==> src/rtl/division_arbiter_if.sv <==
// rtl/division_arbiter_if.sv - request/response/divider bus shared by the division arbiter and its users
interface division_arbiter_if #(
  parameter int WIDTH   = 4,
  parameter int NUM_REQ = 2
);
  logic [NUM_REQ-1:0]       req_valid;
  logic [NUM_REQ-1:0]       req_ready;
  logic [NUM_REQ*WIDTH-1:0] req_m;
  logic [NUM_REQ*WIDTH-1:0] req_d;
  logic [WIDTH-1:0]         div_m;
  logic [WIDTH-1:0]         div_d;
  logic [WIDTH-1:0]         div_q;
  logic [WIDTH-1:0]         div_r;
  logic [NUM_REQ-1:0]       rsp_valid;
  logic [NUM_REQ-1:0]       rsp_ready;
  logic [WIDTH-1:0]         rsp_q;
  logic [WIDTH-1:0]         rsp_r;
  logic                     rsp_dz;

  // Arbiter side
  modport slave (
    input  req_valid, req_m, req_d, div_q, div_r, rsp_ready,
    output req_ready, div_m, div_d, rsp_valid, rsp_q, rsp_r, rsp_dz
  );

  // Requesters plus shared divider side
  modport master (
    output req_valid, req_m, req_d, div_q, div_r, rsp_ready,
    input  req_ready, div_m, div_d, rsp_valid, rsp_q, rsp_r, rsp_dz
  );
endinterface

==> src/rtl/division_arbiter.sv <==
// rtl/division_arbiter.sv - round-robin sharing of one combinational divider among NUM_REQ requesters
module division_arbiter #(
  parameter int WIDTH   = 4,
  parameter int NUM_REQ = 2,
  parameter int SETTLE  = 1
) (
  input  logic              clk,
  input  logic              rst,
  division_arbiter_if.slave bus,
  output logic              busy
);
  localparam int IDXW = (NUM_REQ > 1) ? $clog2(NUM_REQ) : 1;
  localparam int CNTW = (SETTLE > 1) ? $clog2(SETTLE) : 1;
  localparam logic [IDXW:0]   NREQ_W   = (IDXW+1)'(NUM_REQ);
  localparam logic [IDXW-1:0] LAST_IDX = IDXW'(NUM_REQ - 1);
  localparam logic [CNTW-1:0] CNT_INIT = CNTW'(SETTLE - 1);

  typedef enum logic [1:0] {IDLE = 2'd0, ISSUE = 2'd1, RESP = 2'd2} state_t;

  state_t             r_state;
  logic [IDXW-1:0]    r_ptr;
  logic [IDXW-1:0]    r_owner;
  logic [CNTW-1:0]    r_cnt;
  logic [WIDTH-1:0]   r_div_m;
  logic [WIDTH-1:0]   r_div_d;
  logic [WIDTH-1:0]   r_rsp_q;
  logic [WIDTH-1:0]   r_rsp_r;
  logic               r_rsp_dz;
  logic [NUM_REQ-1:0] r_rsp_valid;
  logic               r_busy;

  logic               w_gnt_any;
  logic [IDXW-1:0]    w_gnt_idx;
  logic [IDXW:0]      w_sum;
  logic [IDXW-1:0]    w_cand;
  logic [NUM_REQ-1:0] w_gnt_hot;
  logic [NUM_REQ-1:0] w_owner_hot;
  logic [WIDTH-1:0]   w_gnt_m;
  logic [WIDTH-1:0]   w_gnt_d;
  logic [IDXW-1:0]    w_ptr_nxt;

  // First valid requester at or after the pointer, wrapping around
  always_comb begin
    w_gnt_any = 1'b0;
    w_gnt_idx = '0;
    w_sum     = '0;
    w_cand    = '0;
    for (int k = 0; k < NUM_REQ; k++) begin
      w_sum = {1'b0, r_ptr} + (IDXW+1)'(k);
      if (w_sum >= NREQ_W) begin
        w_sum = w_sum - NREQ_W;
      end
      w_cand = w_sum[IDXW-1:0];
      if (!w_gnt_any && bus.req_valid[w_cand]) begin
        w_gnt_any = 1'b1;
        w_gnt_idx = w_cand;
      end
    end
  end

  // Decode grant/owner to one-hot and mux out the granted operands
  always_comb begin
    w_gnt_hot   = '0;
    w_owner_hot = '0;
    w_gnt_m     = '0;
    w_gnt_d     = '0;
    for (int k = 0; k < NUM_REQ; k++) begin
      w_gnt_hot[k]   = (w_gnt_idx == IDXW'(k));
      w_owner_hot[k] = (r_owner == IDXW'(k));
      if (w_gnt_idx == IDXW'(k)) begin
        w_gnt_m = bus.req_m[k*WIDTH +: WIDTH];
        w_gnt_d = bus.req_d[k*WIDTH +: WIDTH];
      end
    end
    w_ptr_nxt = (w_gnt_idx == LAST_IDX) ? '0 : w_gnt_idx + 1'b1;
  end

  assign bus.req_ready = ((r_state == IDLE) && w_gnt_any) ? w_gnt_hot : '0;
  assign bus.div_m     = r_div_m;
  assign bus.div_d     = r_div_d;
  assign bus.rsp_valid = r_rsp_valid;
  assign bus.rsp_q     = r_rsp_q;
  assign bus.rsp_r     = r_rsp_r;
  assign bus.rsp_dz    = r_rsp_dz;
  assign busy          = r_busy;

  // Control FSM: grant and latch, hold divider inputs while settling, present response
  always_ff @(posedge clk or posedge rst) begin
    if (rst) begin
      r_state     <= IDLE;
      r_ptr       <= '0;
      r_owner     <= '0;
      r_cnt       <= '0;
      r_div_m     <= '0;
      r_div_d     <= '0;
      r_rsp_q     <= '0;
      r_rsp_r     <= '0;
      r_rsp_dz    <= 1'b0;
      r_rsp_valid <= '0;
      r_busy      <= 1'b0;
    end else begin
      case (r_state)
        IDLE: begin
          if (w_gnt_any) begin
            r_owner <= w_gnt_idx;
            r_ptr   <= w_ptr_nxt;
            r_busy  <= 1'b1;
            if (w_gnt_m != '0) begin
              r_div_m <= w_gnt_m;
              r_div_d <= w_gnt_d;
              r_cnt   <= CNT_INIT;
              r_state <= ISSUE;
            end else begin
              // Zero divisor never reaches the divider; answer directly
              r_rsp_q     <= '1;
              r_rsp_r     <= w_gnt_d;
              r_rsp_dz    <= 1'b1;
              r_rsp_valid <= w_gnt_hot;
              r_state     <= RESP;
            end
          end
        end
        ISSUE: begin
          if (r_cnt == '0) begin
            r_rsp_q     <= bus.div_q;
            r_rsp_r     <= bus.div_r;
            r_rsp_dz    <= 1'b0;
            r_rsp_valid <= w_owner_hot;
            r_state     <= RESP;
          end else begin
            r_cnt <= r_cnt - 1'b1;
          end
        end
        RESP: begin
          if (bus.rsp_ready[r_owner]) begin
            r_rsp_valid <= '0;
            r_busy      <= 1'b0;
            r_state     <= IDLE;
          end
        end
        default: r_state <= IDLE;
      endcase
    end
  end
endmodule

==> src/flat_wrapper.sv <==
// flat-port wrapper written by rule: the top's interface ports become plain ports
module division_arbiter_flat 
#(
  parameter int WIDTH   = 4,
  parameter int NUM_REQ = 2,
  parameter int SETTLE  = 1
)
  (clk, rst, busy, bus_req_valid, bus_req_m, bus_req_d, bus_div_q, bus_div_r, bus_rsp_ready, bus_req_ready, bus_div_m, bus_div_d, bus_rsp_valid, bus_rsp_q, bus_rsp_r, bus_rsp_dz);
  division_arbiter_if #(.WIDTH(WIDTH), .NUM_REQ(NUM_REQ)) bus_i ();
  input  logic clk;
  input  logic rst;
  output logic busy;
  input wire logic [$bits(bus_i.req_valid)-1:0] bus_req_valid;
  input wire logic [$bits(bus_i.req_m)-1:0] bus_req_m;
  input wire logic [$bits(bus_i.req_d)-1:0] bus_req_d;
  input wire logic [$bits(bus_i.div_q)-1:0] bus_div_q;
  input wire logic [$bits(bus_i.div_r)-1:0] bus_div_r;
  input wire logic [$bits(bus_i.rsp_ready)-1:0] bus_rsp_ready;
  output wire logic [$bits(bus_i.req_ready)-1:0] bus_req_ready;
  output wire logic [$bits(bus_i.div_m)-1:0] bus_div_m;
  output wire logic [$bits(bus_i.div_d)-1:0] bus_div_d;
  output wire logic [$bits(bus_i.rsp_valid)-1:0] bus_rsp_valid;
  output wire logic [$bits(bus_i.rsp_q)-1:0] bus_rsp_q;
  output wire logic [$bits(bus_i.rsp_r)-1:0] bus_rsp_r;
  output wire logic [$bits(bus_i.rsp_dz)-1:0] bus_rsp_dz;
  assign bus_i.req_valid = bus_req_valid;
  assign bus_i.req_m = bus_req_m;
  assign bus_i.req_d = bus_req_d;
  assign bus_i.div_q = bus_div_q;
  assign bus_i.div_r = bus_div_r;
  assign bus_i.rsp_ready = bus_rsp_ready;
  assign bus_req_ready = bus_i.req_ready;
  assign bus_div_m = bus_i.div_m;
  assign bus_div_d = bus_i.div_d;
  assign bus_rsp_valid = bus_i.rsp_valid;
  assign bus_rsp_q = bus_i.rsp_q;
  assign bus_rsp_r = bus_i.rsp_r;
  assign bus_rsp_dz = bus_i.rsp_dz;
  division_arbiter #(.WIDTH(WIDTH), .NUM_REQ(NUM_REQ), .SETTLE(SETTLE)) u_core (.clk(clk), .rst(rst), .bus(bus_i), .busy(busy));
endmodule
==> config.mk <==
export PLATFORM = sky130hd
export DESIGN_NAME = division_arbiter_flat
export DESIGN_NICKNAME = d
export VERILOG_FILES = /design/src/rtl/division_arbiter_if.sv /design/src/rtl/division_arbiter.sv /design/src/flat_wrapper.sv
export SDC_FILE = /design/constraint.sdc
export NUM_CORES = 1
export LEC_CHECK = 0
export ABC_AREA = 1
export BUFFER_PORTS_ARGS = -buffer_cell sky130_fd_sc_hd__buf_2
export CAP_MARGIN = 25
export CORE_MARGIN = 3
export CORE_UTILIZATION = 52
export CTS_CLUSTER_SIZE = 40
export DETAILED_ROUTE_END_ITERATION = 12
export GPL_TIMING_DRIVEN = 0
export PLACE_DENSITY = 0.84
export SYNTH_ARGS = -nofsm -noshare
export SYNTH_HDL_FRONTEND = slang
export SYNTH_SLANG_ARGS = --single-unit
==> constraint.sdc <==
create_clock -name clk -period 3.5 [get_ports clk]
set_input_delay 0.35 -clock clk [delete_from_list [all_inputs] [get_ports clk]]
set_output_delay 0.35 -clock clk [all_outputs]
set_load 0.01 [all_outputs]
=== Word-level counts from Yosys, hierarchy flattened ===
Cells that the tools add are included.

* Output and inout bits: 22
* Register bits: 25
* Input bits: 30
* Word-level logic and storage cells: 89

* $lt $le $gt $ge: 5
* $add $sub $neg: 5
* Reduce and logical (&&, ||, !) cells: 15
* Multiplexer cells: 44
* Bitwise operators: 2
* Eq/ne operators: 7

{| class="wikitable"
|+ Operator list
! cell !! number
|-
| $mux W4 || 8
|-
| $mux W1 || 21
|-
| $mux W2 || 8
|-
| $pmux W4 S2 || 2
|-
| $pmux W2 S3 || 2
|-
| $reduce_and A3 Y1 || 4
|-
| $lt A1 B2 Y1 const B || 3
|-
| $ne A2 B2 Y1 const B || 3
|-
| $pmux W1 S2 || 3
|-
| $reduce_and A5 Y1 || 1
|-
| $ne A2 B1 Y1 const B || 2
|-
| $reduce_and A4 Y1 || 1
|-
| $reduce_bool A2 Y1 || 2
|-
| $reduce_bool A4 Y1 || 1
|-
| $reduce_bool A3 Y1 || 1
|-
| $sub A1 B1 Y1 const B || 3
|-
| $add A1 B1 Y2 const B || 1
|-
| $eq A2 B1 Y1 const B || 1
|-
| $eq A2 B2 Y1 const B || 1
|-
| $ge A1 B2 Y1 const B || 1
|-
| $ge A2 B2 Y1 const B || 1
|-
| $logic_and A1 B1 Y1 || 2
|-
| $logic_not A2 Y1 || 1
|-
| $not A1 Y1 || 2
|-
| other kinds (3) || 3
|}

=== Depth between registers and ports, before layout ===
* Depth after elaboration: 13
* Depth in mapped cells: 12
* Depth with buffers taken out: 11

=== Worst setup path before layout ===
No wires, ideal clock.

* Path kind: register -> register
* Start point: register u_core.r_state[1]
* End point: register u_core.r_rsp_q[0] (netlist: u_core.bus.rsp_q[0])
* Library setup time: 0.118 ns
* Cell stages (with the launch flop): 8
* Data arrival time: 1.311 ns
* Period minus slack after synthesis: 1.429 ns
* Slack: 2.071 ns
* Cells stage by stage: dfrtp_1 inv_1 ha_1 clkbuf_1 inv_1 or2_2 nand2_1 nand2_1

* Cells in the longest elaborated chain, start to end: 3
* Elaborated cells on any way between the ends: 8

{| class="wikitable"
|+ Ends and longest elaborated chain
! item !! RTL line !! text
|-
| start: declaration || division_arbiter.sv:20 || <nowiki>state_t r_state;</nowiki>
|-
| start signal: assignment || division_arbiter.sv:90 || <nowiki>r_state <= IDLE;</nowiki>
|-
| start signal: assignment || division_arbiter.sv:112 || <nowiki>r_state <= ISSUE;</nowiki>
|-
| start signal: assignment || division_arbiter.sv:119 || <nowiki>r_state <= RESP;</nowiki>
|-
| $eq A2 B1 Y1 or $logic_not A2 Y1 (tied branches) || division_arbiter.sv:102 || <nowiki>case (r_state)</nowiki>
|-
| $ne A2 B2 Y1 (no source line), or another cell as far along || - ||
|-
| $reduce_and A4 Y1 (no source line) || - ||
|-
| end signal: assignment || division_arbiter.sv:125 || <nowiki>r_rsp_q <= bus.div_q;</nowiki>
|-
| end: declaration || division_arbiter.sv:26 || <nowiki>logic [WIDTH-1:0] r_rsp_q;</nowiki>
|}

Parallel ways exist; a longest one is shown, timed or not.
A chain may end at the register's enable or synchronous reset.

=== Final worst setup path ===
* Start point: register u_core.r_ptr
* End point: output port bus_req_ready[0]

* Cells in the longest elaborated chain, start to end: 10
* Elaborated cells on any way between the ends: 20

{| class="wikitable"
|+ Ends and longest elaborated chain
! item !! RTL line !! text
|-
| start: declaration || division_arbiter.sv:21 || <nowiki>logic [IDXW-1:0] r_ptr;</nowiki>
|-
| start signal: assignment || division_arbiter.sv:106 || <nowiki>r_ptr <= w_ptr_nxt;</nowiki>
|-
| $ge A1 B2 Y1 or $sub A1 B1 Y1 (tied branches) || division_arbiter.sv:50, division_arbiter.sv:51 ||
|-
| $mux W1 || division_arbiter.sv:50 || <nowiki>if (w_sum >= NREQ_W) begin</nowiki>
|-
| $mux W1 (implied by the code) (2 in series) || division_arbiter.sv:54 || <nowiki>if (!w_gnt_any && bus.req_valid[w_cand]) begin</nowiki>
|-
| $mux W1 || division_arbiter.sv:54 ||
|-
| $logic_not A1 Y1 || division_arbiter.sv:54 ||
|-
| $logic_and A1 B1 Y1 || division_arbiter.sv:54 ||
|-
| $mux W1 || division_arbiter.sv:54 ||
|-
| $logic_and A1 B1 Y1 or $not A1 Y1 (tied branches) || division_arbiter.sv:78, division_arbiter.sv:68 ||
|-
| $mux W2 (*) || division_arbiter.sv:78 || <nowiki>assign bus.req_ready = ((r_state == IDLE) && w_gnt_any) ? w_gnt_hot : '0;</nowiki>
|-
| end: declaration || flat_wrapper.sv:19 || <nowiki>output wire logic [$bits(bus_i.req_ready)-1:0] bus_req_ready;</nowiki>
|}

Mark *: on every way between the ends. The rest lies on a longest branch, timed or not. The select of a mux whose other input is x is not followed.

==> flow_summary.toml <==
[run_status]
status = "finished, final reports clean"

[routing]
route.detailed.drc = 0
drtPass1Iterations = 4
wl_per_cell_um = 11.2
antenna_left = 0
drtIter0Drc = 34
routed_via_density = 4.94
vias = 1259
wl_mm = 2.85

[power_and_ir_drop]
power.density_nw_per_um2 = 840
switching_share_pct = 44.7
p_leak_nw = 0.977
p_sw_mw = 0.642
seq_power_share_pct = 34.0
report.power.total_mw = 1.44
clkPwrFrac_pct = 10.2
p_int_mw = 0.794
vdd_drop_max_mv = 0.585
combPwrFrac_pct = 55.8

[layout]
multi_input_area_um2 = 691
final_common_cell = "nand2_1"
fillers = 223
diodes = 0
area_growth_pct = 23.8
final-seq-area_um2 = 601
fin_nets = 259
layoutNonFillerInstCount = 255
drive_above_1_share_pct = 37.8
fin_util_pct = 68.4
mostFrequentLayoutCells = "nand2_1 (59), buf_2 (51), dfrtp_1 (24)"
stdcell_area_um2 = 1710

[synth]
yosys_warnings = 0
yosysSeqAreaShare_pct = 43.5
synth_cell_types = 25
syn-cell-area_um2 = 1380
synth_cells = 170
avgSynthCellArea_um2 = 8.13
synth.ff_latch_count = 24
syn_nets = 203

[grt]
track_usage_pct = 18.8
grt_max_degree = 25
grt.overflow.total = 0
met2_usage_pct = 29.4
antenna_found_initial = 0
first_global_vias = 1170
use_met3_pct = 4.98
grt_pass1_wl_mm = 4.91
grt_use_met1_pct = 26.3
busiest_layer = "met2"

[clock_tree]
cts_max_level = 1
cts_sinks = 24
cts_hold_buf = 0
cts_setup_buffers = 0
clk_pin_slew_ns = 0.13
cts.repair.resized = 0
cts_buffers = 3
insertion_delay_ns = 0.31
cts_tree = "done"
clockRootBuffer = "clkbuf_4"
clockBufferDepth = 2

[placement]
dp.cells = 251
hpwl_mm = 2.23
gp_congestion = 0.824
portBuffers = 51
post_dp_cell_area_um2 = 1670
place_ws_ns = 1.83

[sta]
fin_hold_ws_ns = 0.202
period_minus_slack_ns = 1.88
finalSetupViolations = 0
max_freq_mhz = 532
rsz0062_at_grt = "false"
hold_viol = 0
drv_slew = 0
post-route-period-util_pct = 53.7
fin_skew_ns = 0.00101
fin_setup_tns_ns = 0
relSlewSlack_pct = 40.5
finalWorstSetupSlack_ns = 1.62
worst_pin_slew_ns = 0.891

[run]
max-cap-violations = 0

[worst_setup_path]
criticalPathCategory = "register to primary output"
endpoint_kind = "primary output"
critPathArrivalTime_ns = 1.53
cp_max_fo = 10
start_kind = "register"
critPathRequiredTime_ns = 3.15

[floorplanning]
io_pins = 52
die-area_um2 = 3310
rows = 18
die_h_um = 57.5
fp.dieW_um = 57.5
core_area_um2 = 2500
start_util_pct = 55.3

[hold_path]
hold_path.class = "primary input to asynchronous set/reset pin"
[worst max-delay path: stages, from the launching register on]
cell     delay [ns]
dfrtp_1        0.41
inv_2          0.08
nand2_4        0.07
nand2_2        0.07
buf_6          0.15
inv_1          0.14
nor2_1         0.15
buf_2          0.15
[power by group through the flow]
stage / Clock, mW / Sequential (mW) / Combinational [mW]
after floorplan: 0 / 0.545 / 0.522
final: 0.146 / 0.489 / 0.802
after detailed placement: 0 / 0.496 / 0.805
after global routing: 0.159 / 0.505 / 0.918
after global placement: 0 / 0.493 / 0.792
after CTS: 0.148 / 0.490 / 0.812
[registers in the layout (all words and copies together) (netlist names)]
register and cells:
u_core.bus.div_d 4, u_core.bus.div_m 4, u_core.bus.rsp_q 4, u_core.bus.rsp_r 4
u_core.bus.rsp_valid 2, u_core.r_state 2, u_core.bus.rsp_dz 1, u_core.busy 1
u_core.r_owner 1, u_core.r_ptr 1
[cell usage after synthesis]
cell / n / area [um2]
a22oi_1: 1 / 7.51
a31oi_1: 1 / 6.26
buf_6: 1 / 11.3
buf_8: 1 / 15.0
clkbuf_1: 1 / 3.75
dfrtp_1: 24 / 601
ha_1: 3 / 37.5
inv_1: 14 / 52.6
inv_2: 2 / 7.51
nand2_1: 59 / 221
nand2_2: 11 / 68.8
nand2_4: 6 / 67.6
nand3_1: 20 / 100
nand3_4: 1 / 17.5
nand4_1: 1 / 6.26
nor2_1: 5 / 18.8
nor2_4: 1 / 11.3
nor2_8: 1 / 20.0
o211ai_1: 1 / 7.51
o21ai_0: 4 / 20.0
o21ai_1: 2 / 10.0
o21ai_2: 2 / 17.5
o21bai_1: 2 / 15.0
o22ai_1: 2 / 12.5
or2_2: 4 / 25.0
[cells by family (layout without fill, tap and decap cells)]
kind of cell | Yosys count | count (layout) | share of synthesized area, %
AOI/OAI and AO/OA | 15 | 15 | 6.98
and+or+nand+nor | 109 | 109 | 40.3
adders and majority gates | 3 | 3 | 2.72
DFF | 24 | 24 | 43.5
buffers and inverters | 19 | 74 | 6.52
[path summary, 6_finish.rpt]
kind,start,to,slack (ns),cells past startpoint
max,u_core.r_ptr,bus_req_ready[0],1.62,7
min,rst,u_core.bus.rsp_q[3],0.20,2
max reg2reg,u_core.r_state[1],u_core.bus.rsp_r[3],1.78,7
min reg2reg,u_core.bus.rsp_valid[1],u_core.bus.rsp_valid[1],0.49,2
max in group asynchronous,rst,u_core.bus.div_m[1],2.76,2
min in group clk,bus_div_q[0],u_core.bus.rsp_q[0],0.30,4
[final cells by class]
type / instances / share of cell area (%)
Multi-Input combinational cell: 127 / 40.4
Sequential cell: 24 / 35.1
Timing Repair Buffer: 51 / 14.9
Inverter: 16 / 3.51
Tap cell: 30 / 2.19
Clock buffer: 4 / 2.12
Buffer: 3 / 1.76
[metal layers]
layer	share of wire, %	vias up
met3	7.0	2
met1	46	567
met4	0.56	0
met2	46	37
li1	-	653
met5	0	-
(Power assumes the default switching activity.)
